**config.mk**
```make
export PLATFORM = sky130hd
export DESIGN_NAME = load_store_unit
export DESIGN_NICKNAME = d
export VERILOG_FILES = /design/src/rtl/load_store_unit.sv
export SDC_FILE = /design/constraint.sdc
export NUM_CORES = 1
export LEC_CHECK = 0
export BUFFER_PORTS_ARGS = -buffer_cell sky130_fd_sc_hd__buf_2
export CORE_ASPECT_RATIO = 0.7
export CORE_UTILIZATION = 30
export CTS_CLUSTER_SIZE = 30
export DETAILED_ROUTE_END_ITERATION = 10
export GPL_TIMING_DRIVEN = 0
export MAX_ROUTING_LAYER = met4
export REMOVE_ABC_BUFFERS = 1
export SLEW_MARGIN = 0
export SYNTH_ARGS = -nofsm -noshare
export SYNTH_HDL_FRONTEND = slang
export SYNTH_SLANG_ARGS = --single-unit
```
**constraint.sdc**
```tcl
create_clock -name clk -period 2.45 [get_ports clk]
set_clock_uncertainty 0.05 [all_clocks]
set_input_delay 0.1225 -clock clk [delete_from_list [all_inputs] [get_ports clk]]
set_output_delay 0.1225 -clock clk [all_outputs]
set_load 0.1 [all_outputs]
```
**src/rtl/load_store_unit.sv**
```systemverilog
// Load/store front end for a word-addressed data memory: splits sub-word stores into read-modify-write
// and word-crossing accesses into two word accesses. Optional macro LSU_MISALIGN_TRAP_EN traps crossings.
module load_store_unit #(
    parameter int WIDTH  = 32,
    parameter int ADDR_W = 32
) (
    input  logic              clk,
    input  logic              rst_n,
    input  logic              req_valid,
    output logic              req_ready,
    input  logic              req_write,
    input  logic [2:0]        req_funct3,
    input  logic [ADDR_W-1:0] req_addr,
    input  logic [WIDTH-1:0]  req_wdata,
    output logic              resp_valid,
    input  logic              resp_ready,
    output logic [WIDTH-1:0]  resp_rdata,
    output logic              resp_err,
    output logic [ADDR_W-1:0] mem_address,
    output logic              mem_read,
    output logic              mem_write,
    output logic [WIDTH-1:0]  mem_wdata,
    input  logic [WIDTH-1:0]  mem_rdata
);

    localparam int BYTES  = WIDTH / 8;
    localparam int WORD_W = ADDR_W - 2;

    typedef enum logic [2:0] {IDLE, RD0, WR0, RD1, WR1, RESP} state_t;

    state_t state_reg, state_next;

    logic [ADDR_W-1:0] addr_reg;
    logic              write_reg;
    logic [2:0]        funct3_reg;
    logic [WIDTH-1:0]  wdata_reg;
    logic              err_reg;
    logic              span_reg;
    logic [WIDTH-1:0]  word0_reg;
    logic [WIDTH-1:0]  word1_reg;

    function automatic logic is_legal(input logic [2:0] f3);
        return (f3 == 3'd0) || (f3 == 3'd1) || (f3 == 3'd2) || (f3 == 3'd4) || (f3 == 3'd5);
    endfunction

    function automatic logic is_span(input logic [2:0] f3, input logic [1:0] off);
        return ((f3[1:0] == 2'd2) && (off != 2'd0)) || ((f3[1:0] == 2'd1) && (off == 2'd3));
    endfunction

    logic req_legal;
    logic req_span;
    logic req_trap;

    assign req_legal = is_legal(req_funct3);
    assign req_span  = is_span(req_funct3, req_addr[1:0]);
`ifdef LSU_MISALIGN_TRAP_EN
    assign req_trap  = !req_legal || req_span;
`else
    assign req_trap  = !req_legal;
`endif

    always_ff @(posedge clk) begin
        if (!rst_n) begin
            state_reg <= IDLE;
        end else begin
            state_reg <= state_next;
        end
    end

    always_comb begin
        state_next = state_reg;
        case (state_reg)
            IDLE: begin
                if (req_valid) begin
                    if (req_trap) begin
                        state_next = RESP;
                    end else if (req_write && (req_funct3 == 3'd2) && (req_addr[1:0] == 2'd0)) begin
                        state_next = WR0;
                    end else begin
                        state_next = RD0;
                    end
                end
            end
            RD0:     state_next = write_reg ? WR0 : (span_reg ? RD1 : RESP);
            WR0:     state_next = span_reg ? RD1 : RESP;
            RD1:     state_next = write_reg ? WR1 : RESP;
            WR1:     state_next = RESP;
            RESP:    state_next = resp_ready ? IDLE : RESP;
            default: state_next = IDLE;
        endcase
    end

    // Request operands and captured memory words
    always_ff @(posedge clk) begin
        if (!rst_n) begin
            addr_reg   <= '0;
            write_reg  <= 1'b0;
            funct3_reg <= '0;
            wdata_reg  <= '0;
            err_reg    <= 1'b0;
            span_reg   <= 1'b0;
            word0_reg  <= '0;
            word1_reg  <= '0;
        end else begin
            case (state_reg)
                IDLE: begin
                    if (req_valid) begin
                        addr_reg   <= req_addr;
                        write_reg  <= req_write;
                        funct3_reg <= req_funct3;
                        wdata_reg  <= req_wdata;
                        err_reg    <= req_trap;
                        span_reg   <= req_span;
                        word0_reg  <= '0;
                        word1_reg  <= '0;
                    end
                end
                RD0:     word0_reg <= mem_rdata;
                RD1:     word1_reg <= mem_rdata;
                default: ;
            endcase
        end
    end

    // Treat the two words as one little-endian 2*WIDTH window starting at word0
    logic [1:0]         off;
    logic [2*WIDTH-1:0] pair;
    logic [2*WIDTH-1:0] store_shift;
    logic [2*WIDTH-1:0] merged;
    logic [2*BYTES-1:0] size_mask;
    logic [2*BYTES-1:0] byte_mask;
    logic [WIDTH-1:0]   load_raw;
    logic [WIDTH-1:0]   load_ext;

    assign off         = addr_reg[1:0];
    assign pair        = {word1_reg, word0_reg};
    assign store_shift = {{WIDTH{1'b0}}, wdata_reg} << {off, 3'b000};
    assign byte_mask   = size_mask << off;
    assign load_raw    = WIDTH'(pair >> {off, 3'b000});

    always_comb begin
        size_mask = '0;
        case (funct3_reg[1:0])
            2'd0:    size_mask = 8'h01;
            2'd1:    size_mask = 8'h03;
            default: size_mask = 8'h0F;
        endcase
    end

    genvar gi;
    generate
        for (gi = 0; gi < 2*BYTES; gi++) begin : g_merge
            assign merged[gi*8 +: 8] = byte_mask[gi] ? store_shift[gi*8 +: 8] : pair[gi*8 +: 8];
        end
    endgenerate

    always_comb begin
        load_ext = load_raw;
        case (funct3_reg)
            3'd0:    load_ext = {{(WIDTH-8){load_raw[7]}}, load_raw[7:0]};
            3'd1:    load_ext = {{(WIDTH-16){load_raw[15]}}, load_raw[15:0]};
            3'd4:    load_ext = {{(WIDTH-8){1'b0}}, load_raw[7:0]};
            3'd5:    load_ext = {{(WIDTH-16){1'b0}}, load_raw[15:0]};
            default: load_ext = load_raw;
        endcase
    end

    logic [WORD_W-1:0] word0_idx;
    logic [WORD_W-1:0] word1_idx;

    assign word0_idx = addr_reg[ADDR_W-1:2];
    assign word1_idx = word0_idx + WORD_W'(1);

    assign req_ready  = (state_reg == IDLE);
    assign resp_valid = (state_reg == RESP);
    assign resp_err   = (state_reg == RESP) && err_reg;
    assign resp_rdata = ((state_reg == RESP) && !write_reg && !err_reg) ? load_ext : '0;

    assign mem_read  = (state_reg == RD0) || (state_reg == RD1);
    assign mem_write = (state_reg == WR0) || (state_reg == WR1);

    always_comb begin
        mem_address = '0;
        mem_wdata   = '0;
        case (state_reg)
            RD0:     mem_address = {2'b00, word0_idx};
            RD1:     mem_address = {2'b00, word1_idx};
            WR0: begin
                mem_address = {2'b00, word0_idx};
                mem_wdata   = merged[WIDTH-1:0];
            end
            WR1: begin
                mem_address = {2'b00, word1_idx};
                mem_wdata   = merged[2*WIDTH-1:WIDTH];
            end
            default: ;
        endcase
    end

endmodule

```
# After elaboration in Yosys (flattened, before gate mapping)
# Cells that the tools add are included.
[op_classes]
reduce_logical = 30
mux = 24
addsub = 1
eq_ne = 17
div_mod_pow = 0
shifts = 3
mul = 0
magnitude_cmp = 0
bitwise_logic = 0
[op_table]
columns = ["cell", "n"]
rows = [
  ["one-hot mux 32 bit (2 select lines)", 3],
  ["one-hot mux 32 bit (4 select lines)", 1],
  ["two-way mux 32 bit", 2],
  ["two-way mux 8 bit", 8],
  ["left shift 32 x 5 -> 64 bit", 1],
  ["right shift 64 x 5 -> 32 bit", 1],
  ["one-hot mux 30 bit (2 select lines)", 1],
  ["adder 30 x 1 -> 30 bit, second input constant", 1],
  ["== test 3 bit, second input constant", 6],
  ["one-hot mux 3 bit (6 select lines)", 1],
  ["two-way mux 3 bit", 5],
  ["== test 3 x 1 -> 1 bit, second input constant", 3],
  ["== test 3 x 2 -> 1 bit, second input constant", 3],
  ["logical NOT 3 bit", 3],
  ["one-hot mux 4 bit (2 select lines)", 1],
  ["left shift 8 x 2 -> 8 bit", 1],
  ["logical AND 1 bit", 7],
  ["logical OR 1 bit", 7],
  ["AND reduction 2 bit", 3],
  ["nonzero test 2 bit", 3],
  ["== test 2 x 1 -> 1 bit, second input constant", 2],
  ["== test 2 bit, second input constant", 2],
  ["logical NOT 2 bit", 2],
  ["OR reduction 2 bit", 2],
  ["4 further kinds", 6],
]
[totals]
rom_bits = 0
regBits = 137
memories = 0
output_inout_bits = 101
inputBits = 104
latchBits = 0
ram_bits = 0
word_cells = 84

# Longest topological paths before layout
# Gate-level depths: netlist of run 1.
[depth]
depth_word = 8
depth_mapped = 8
ltp_nobuf = 6

# Worst setup path before layout of run 1
# No wires, ideal clock.
[synth_path]
path_type = "flip-flop to output port"
from = "register state_reg[0]"
to = "output port mem_address[21]"
required_ns = 2.277
t_arrival_ns = 4.289
path_buffers = 2
setup_slack_ns = -2.012
path_stages_with_launch = 6
path_cell_list = "dfxtp_1 -> buf_2 -> nor3b_1 -> nor2_2 -> buf_2 -> o41ai_1"
[synth_via]
elab_chain_cells = 3
word_cells_on_any_way = 7
classes_between = "eq/ne (4); mux (1); reduce/logical (2)"
[synth_lines]
columns = ["element", "line", "rtl"]
rows = [
  ["start, declared", "31", "state_t state_reg, state_next;"],
  ["start signal, assigned", "66", "state_reg <= state_next;"],
  ["== test 3 x 2 -> 1 bit (tied with other cells)", "185", "case (state_reg)"],
  ["OR reduction 2 bit (no line)", "n/a", ""],
  ["one-hot mux 30 bit (2 select lines) (*)", "185", ""],
  ["end, declared", "19", "output logic [ADDR_W-1:0] mem_address,"],
]
# Mark *: on every way between the ends. The rest lies on a longest branch, timed or not.

# Final worst setup path of run 1
[layout_path]
from = "register state_reg[1]"
to = "output port resp_rdata[27]"
[layout_via]
elab_chain_cells = 4
[layout_lines]
columns = ["element", "line", "rtl"]
rows = [
  ["== test 3 bit", "177", "assign resp_rdata = ((state_reg == RESP) && !write_reg && !err_reg) ? load_ext : '0;"],
  ["logical AND 1 bit (2 in a row)", "177", ""],
  ["two-way mux 32 bit", "177", ""],
  ["end, declared", "17", "output logic [WIDTH-1:0] resp_rdata,"],
]
# Every way passes these cells.

==> flow_summary.json, run 1 <==
{
  "wl_per_cell_um": 22.5,
  "finalHoldViolCount": 0,
  "min_path_type": "input port to register",
  "cts_buffer_depth": 2,
  "cp.arrival_ns": 2.42,
  "die_h_um": 146,
  "synth_seq_cells": 137,
  "worstMarginPinSlew_ns": 1.01,
  "synth-main-ff-cell": "dfxtp_1",
  "rsz0062_at_grt": "true",
  "synth_top_area_share_pct": 31.0,
  "fin_ws_ns": -0.141,
  "gp_congestion": 0.823,
  "synth_cell_types": 62,
  "grt_pass1_vias": 9788,
  "core_area_mm2": 0.0290,
  "p_leak_uw": 0.00553,
  "synth_area_leaders": "dfxtp_1, nand2_1, a21boi_0",
  "num_vias": 10800,
  "vias_per_cell": 5.61,
  "synth-edff-count": 0,
  "fmax_mhz": 386,
  "critical_path.max_fanout": 7,
  "cts_tree": "yes",
  "nNetsFinal": 1631,
  "yosysSeqAreaShare_pct": 31.0,
  "cts_max_level": 4,
  "switching_power_uw": 7370,
  "detail-route-antenna-nets": 0,
  "cts_root_buf": "clkbuf_16",
  "status": "complete, but fails checks",
  "grtUsageTotal_pct": 26.8,
  "syn2layout_area_growth_pct": 64.9,
  "grt_max_degree": 105,
  "failed_checks": "design-rule violations, negative setup slack",
  "finalMaxSlewViolations": 0,
  "ir_drop_v": 0.000753,
  "worstSetupEndpointType": "output port",
  "setup_viol": 20,
  "finalPower_uw": 14600,
  "die-area_mm2": 0.0301,
  "wl_um": 43200,
  "power.density_mw_per_mm2": 1000,
  "hpwl_um": 22300,
  "async_flop_share_pct": 0,
  "dr.pass1.iters": 9,
  "p_int_uw": 7210,
  "fp.dieW_um": 207,
  "critical_path_class": "register to output port",
  "period_share_pct": 106,
  "setup_tns_ns": -1.78,
  "synth_area_leader_cell": "dfxtp_1",
  "fp-row-count": 52,
  "grt_pass1_wl_um": 59600,
  "drt_iter0_drc": 1354,
  "drive_above_1_share_pct": 35.1,
  "finalCriticalPeriod_ns": 2.59,
  "p_clk_share_pct": 18.0,
  "cp-start-kind": "register",
  "syn_inst": 1196,
  "clock_sinks": 137,
  "max_cap_violations": 0,
  "yosys-top-cells-count": "nand2_1, dfxtp_1, a21boi_0",
  "yosysWarnings": 0,
  "max_slew_margin_pct": 32.5,
  "insertion_delay_ns": 0.43,
  "io_pins": 205,
  "portBuffers": 202,
  "seqPwrFrac_pct": 23.1,
  "p_sw_share_pct": 50.5,
  "cts_buffers": 17,
  "grt_overflow": 0,
  "critPathRequiredTime_ns": 2.28,
  "clk_pin_slew_worst_paths_ns": 0.06,
  "p_comb_share_pct": 58.9,
  "syn_avg_cell_area_um2": 7.39,
  "drcViolationCount": 11,
  "start_util_pct": 30.5,
  "syn_area_mm2": 0.00883,
  "yosysMostFrequentCell": "nand2_1",
  "antenna_found_initial": 2
}
through the flow:
stage          setup WS (ns)  hold WS (ns)  utilization, %  cell area (µm²)  instances
2_1_floorplan          -3.76         0.194               -             8340       1086
3_3_place_gp           -3.61         0.329            33.9             9830       1666
3_5_place_dp           -1.44         0.331            34.7            10100       1673
4_1_cts               -0.215        0.0694            46.4            13400       1873
5_1_grt               -0.237        0.0923            50.3            14600       1919
6_report              -0.141        0.0841            50.3            14600       1919
critical path: stages, from the launching register on:
cell	delay, ns
dfxtp_4	0.36
nand3b_4	0.16
or3_4	0.41
or4_4	0.67
o21ai_2	0.18
buf_12	0.21
kinds of logic (layout without fill, tap and decap cells):
| kind of cell | after synthesis | after routing | share of synthesized area (%) |
|---|---|---|---|
| AO/OA/AOI/OAI | 363 | 365 | 27.4 |
| other | 1 | 4 | 0.0425 |
| multiplexers | 97 | 97 | 11.4 |
| flip-flops | 137 | 137 | 31.0 |
| adder cells (fa/ha/maj) | 1 | 1 | 0.142 |
| buffers and inverters | 122 | 447 | 6.05 |
| AND/OR/NAND/NOR | 471 | 486 | 23.6 |
| XOR/XNOR | 4 | 4 | 0.397 |
power groups by stage:
stage          clock network, µW  registers, µW  logic [µW]
2_1_floorplan                  0           3180        3690
4_1_cts                     2670           3290        7280
3_3_place_gp                   0           3390        5020
6_report                    2620           3360        8590
3_5_place_dp                   0           3370        5670
5_1_grt                     2770           3410        9000
layer usage:
metal / track usage [%] / wire length, µm / vias up
met5: - / 0 / -
met4: 9.63 / 1200 / 0
met3: 6.50 / 3900 / 82
met2: 37.2 / 18300 / 601
met1: 37.4 / 19900 / 5156
li1: - / - / 4926
placed cells by master (no fill, tap or decap), drive strengths merged, types with 5 or more instances in the layout:
master         n
inv           10
buf          291
a31oi         10
o31ai          5
o32ai          5
mux2          28
nand4         11
clkbuf        29
o22ai         19
clkinv         7
and3           8
nand2b         8
a21boi       132
a41oi          6
or2           15
a22o           9
nand3         78
and2           7
dlygate4sd3  101
dfxtp        137
o21ai         70
a21oi         67
nor2          58
o211ai        17
mux2i         69
a221oi         6
nand2        281
path summary, 6_finish.rpt:
check / start / to / slack [ns] / cells past startpoint
max: state_reg[1]$_SDFFE_PN0P_ / resp_rdata[27] / -0.14 / 5
min reg2reg: word1_reg[27]$_SDFFE_PN0P_ / word1_reg[27]$_SDFFE_PN0P_ / 0.43 / 2
min: rst_n / addr_reg[12]$_SDFFE_PN0P_ / 0.08 / 2
max reg2reg: state_reg[2]$_SDFFE_PN0P_ / addr_reg[17]$_SDFFE_PN0P_ / 0.01 / 5
what timing repair did:
action / 4_1_cts / 5_1_grt
gates resized for setup: 307 / 179
pin swaps: 24 / 49
endpoints found under the hold margin: 133 / 0
setup endpoints to repair: 96 / 89
setup buffers: 54 / 37
hold buffers: 101 / 0
cloned: 13 / 8
cell type report:
type,instances,area (µm²)
diodes,2,5.00
flip-flops and latches,137,2810
fillers,2677,14400
multi-input cells,955,6680
repair buffers,404,3970
clock buffers,20,457
clock inverters,12,125
inverters,11,45.0
well taps,378,473
Note: power is estimated with default switching activity, not from simulation.
==> inputs of run 2 (changes only) <==
==> constraint.sdc (replaced) <==
create_clock -name clk -period 3.1 [get_ports clk]
set_clock_uncertainty 0.05 [all_clocks]
set_input_delay 0.155 -clock clk [delete_from_list [all_inputs] [get_ports clk]]
set_output_delay 0.155 -clock clk [all_outputs]
set_load 0.1 [all_outputs]
==> flow_summary.json, run 2 (synthesis results as in run 1) <==
{
  "gp_congestion": 0.823,
  "cts_root_buf": "clkbuf_16",
  "min_path_type": "input port to register",
  "drive_above_1_share_pct": 22.6,
  "grt_max_degree": 105,
  "cp.arrival_ns": 2.81,
  "power.density_mw_per_mm2": 795,
  "fp.dieW_um": 207,
  "drcViolationCount": 11,
  "met1_usage_pct": 33.0,
  "dr.pass1.iters": 10,
  "grt_pass1_wl_um": 52300,
  "max_cap_violations": 0,
  "finalHoldViolCount": 0,
  "grt_overflow": 0,
  "final_common_cell": "nand2_1",
  "nNetsFinal": 1526,
  "cts_buffer_depth": 2,
  "wl_per_cell_um": 19.0,
  "cts_tree": "yes",
  "grtUsageMet3_pct": 3.99,
  "clock_sinks": 137,
  "max_slew_margin_pct": 31.7,
  "worstSetupEndpointType": "output port",
  "mostFrequentLayoutCells": "nand2_1, buf_2, a21boi_0, dfxtp_1, dlygate4sd3_1",
  "critPathRequiredTime_ns": 2.89,
  "start_util_pct": 30.5,
  "io_pins": 205,
  "wl_um": 34400,
  "setup_viol": 0,
  "finalHoldWorstSlack_ns": 0.0364,
  "status": "complete, but fails checks",
  "die-area_mm2": 0.0301,
  "rsz0062_at_grt": "false",
  "hpwl_um": 22300,
  "detail-route-antenna-nets": 0,
  "drt_iter0_drc": 938,
  "ir_drop_v": 0.000722,
  "cts_buffers": 17,
  "period_share_pct": 97.4,
  "core_area_mm2": 0.0290,
  "critical_path.max_fanout": 10,
  "insertion_delay_ns": 0.42,
  "clk_pin_slew_worst_paths_ns": 0.06,
  "syn2layout_area_growth_pct": 35.4,
  "busiest_layer": "met1",
  "cts_max_level": 4,
  "finalCriticalPeriod_ns": 3.02,
  "dp.cells": 1673,
  "grt.met2_usage_pct": 31.9,
  "grtUsageTotal_pct": 23.0,
  "num_vias": 9693,
  "critical_path_class": "register to output port",
  "grt_pass1_vias": 9011,
  "die_h_um": 146,
  "worstMarginPinSlew_ns": 1.02,
  "cp-start-kind": "register",
  "stdcell_count": 1814,
  "fp-row-count": 52,
  "p_leak_uw": 0.00454,
  "vias_per_cell": 5.34,
  "failed_checks": "design-rule violations",
  "fmax_mhz": 331,
  "antenna_found_initial": 2,
  "finalMaxSlewViolations": 0,
  "portBuffers": 202,
  "finalPower_uw": 9500
}
## run 2: cell types whose count changed in the layout (fill, tap and decap cells not counted), moves of 11 or more
cell | previous run | this run
buf_4 | 86 | 28
buf_12 | 40 | 1
buf_6 | 47 | 3
dfxtp_1 | 110 | 131
o21ai_0 | 31 | 63
o21ai_4 | 13 | 1
clkbuf_4 | 2 | 17
buf_2 | 108 | 160
o22ai_1 | 8 | 19
o21ai_1 | 16 | 4
dfxtp_2 | 15 | 1
## run 2: area by class of cell
class | instances | area, µm²
multi-input cells | 939 | 5730
diodes | 2 | 5.00
clock inverters | 12 | 125
well taps | 378 | 473
inverters | 11 | 41.3
repair buffers | 315 | 2360
fillers | 2969 | 17000
clock buffers | 20 | 457
flip-flops and latches | 137 | 2760
## run 2: worst paths after layout
path | from | end | slack [ns] | cells after the start
worst max-delay path | funct3_reg[0]$_SDFFE_PN0P_ | resp_rdata[9] | 0.08 | 4
worst min-delay path | req_funct3[2] | funct3_reg[2]$_SDFFE_PN0P_ | 0.04 | 3
worst max register to register | state_reg[2]$_SDFFE_PN0P_ | span_reg$_SDFFE_PN0P_ | 0.80 | 4
worst min register to register | word1_reg[25]$_SDFFE_PN0P_ | word1_reg[25]$_SDFFE_PN0P_ | 0.42 | 2
## run 2: power by group
group / switching [µW] / internal, µW
logic: 3400 / 1360
registers: 563 / 2120
clock network: 837 / 1220
total: 4800 / 4700
## run 2: stage by stage
| stage | TNS, ns | worst slack (ns) | cell area (µm²) | utilization (%) |
|---|---|---|---|---|
| 2_1_floorplan | -560.28 | -3.11 | 8340 | - |
| 3_3_place_gp | -440.73 | -2.99 | 9830 | 33.9 |
| 3_5_place_dp | -19.43 | -0.823 | 10100 | 34.7 |
| 4_1_cts | 0 | 0.00000333 | 11800 | 40.7 |
| 5_1_grt | 0 | 0.0106 | 12000 | 41.3 |
| 6_report | 0 | 0.0807 | 12000 | 41.3 |
## run 2: critical path, stage by stage, from the launching register on
cell	delay [ns]
dfxtp_1	0.41
or2_2	0.48
or3_1	0.64
a21oi_1	0.36
buf_2	0.50
## run 2: timing repair
action	4_1_cts	5_1_grt
pin swaps	0	2
endpoints found under the hold margin	132	0
cloned	1	0
buffers inserted	0	6
setup endpoints to repair	80	60
hold buffers	100	0
resized for setup	50	31
## run 2: routing by layer
metal,share of wire [%],vias up
met5,0,-
met4,2.4,0
met3,6.1,47
met2,42,354
met1,50,4604
li1,-,4688
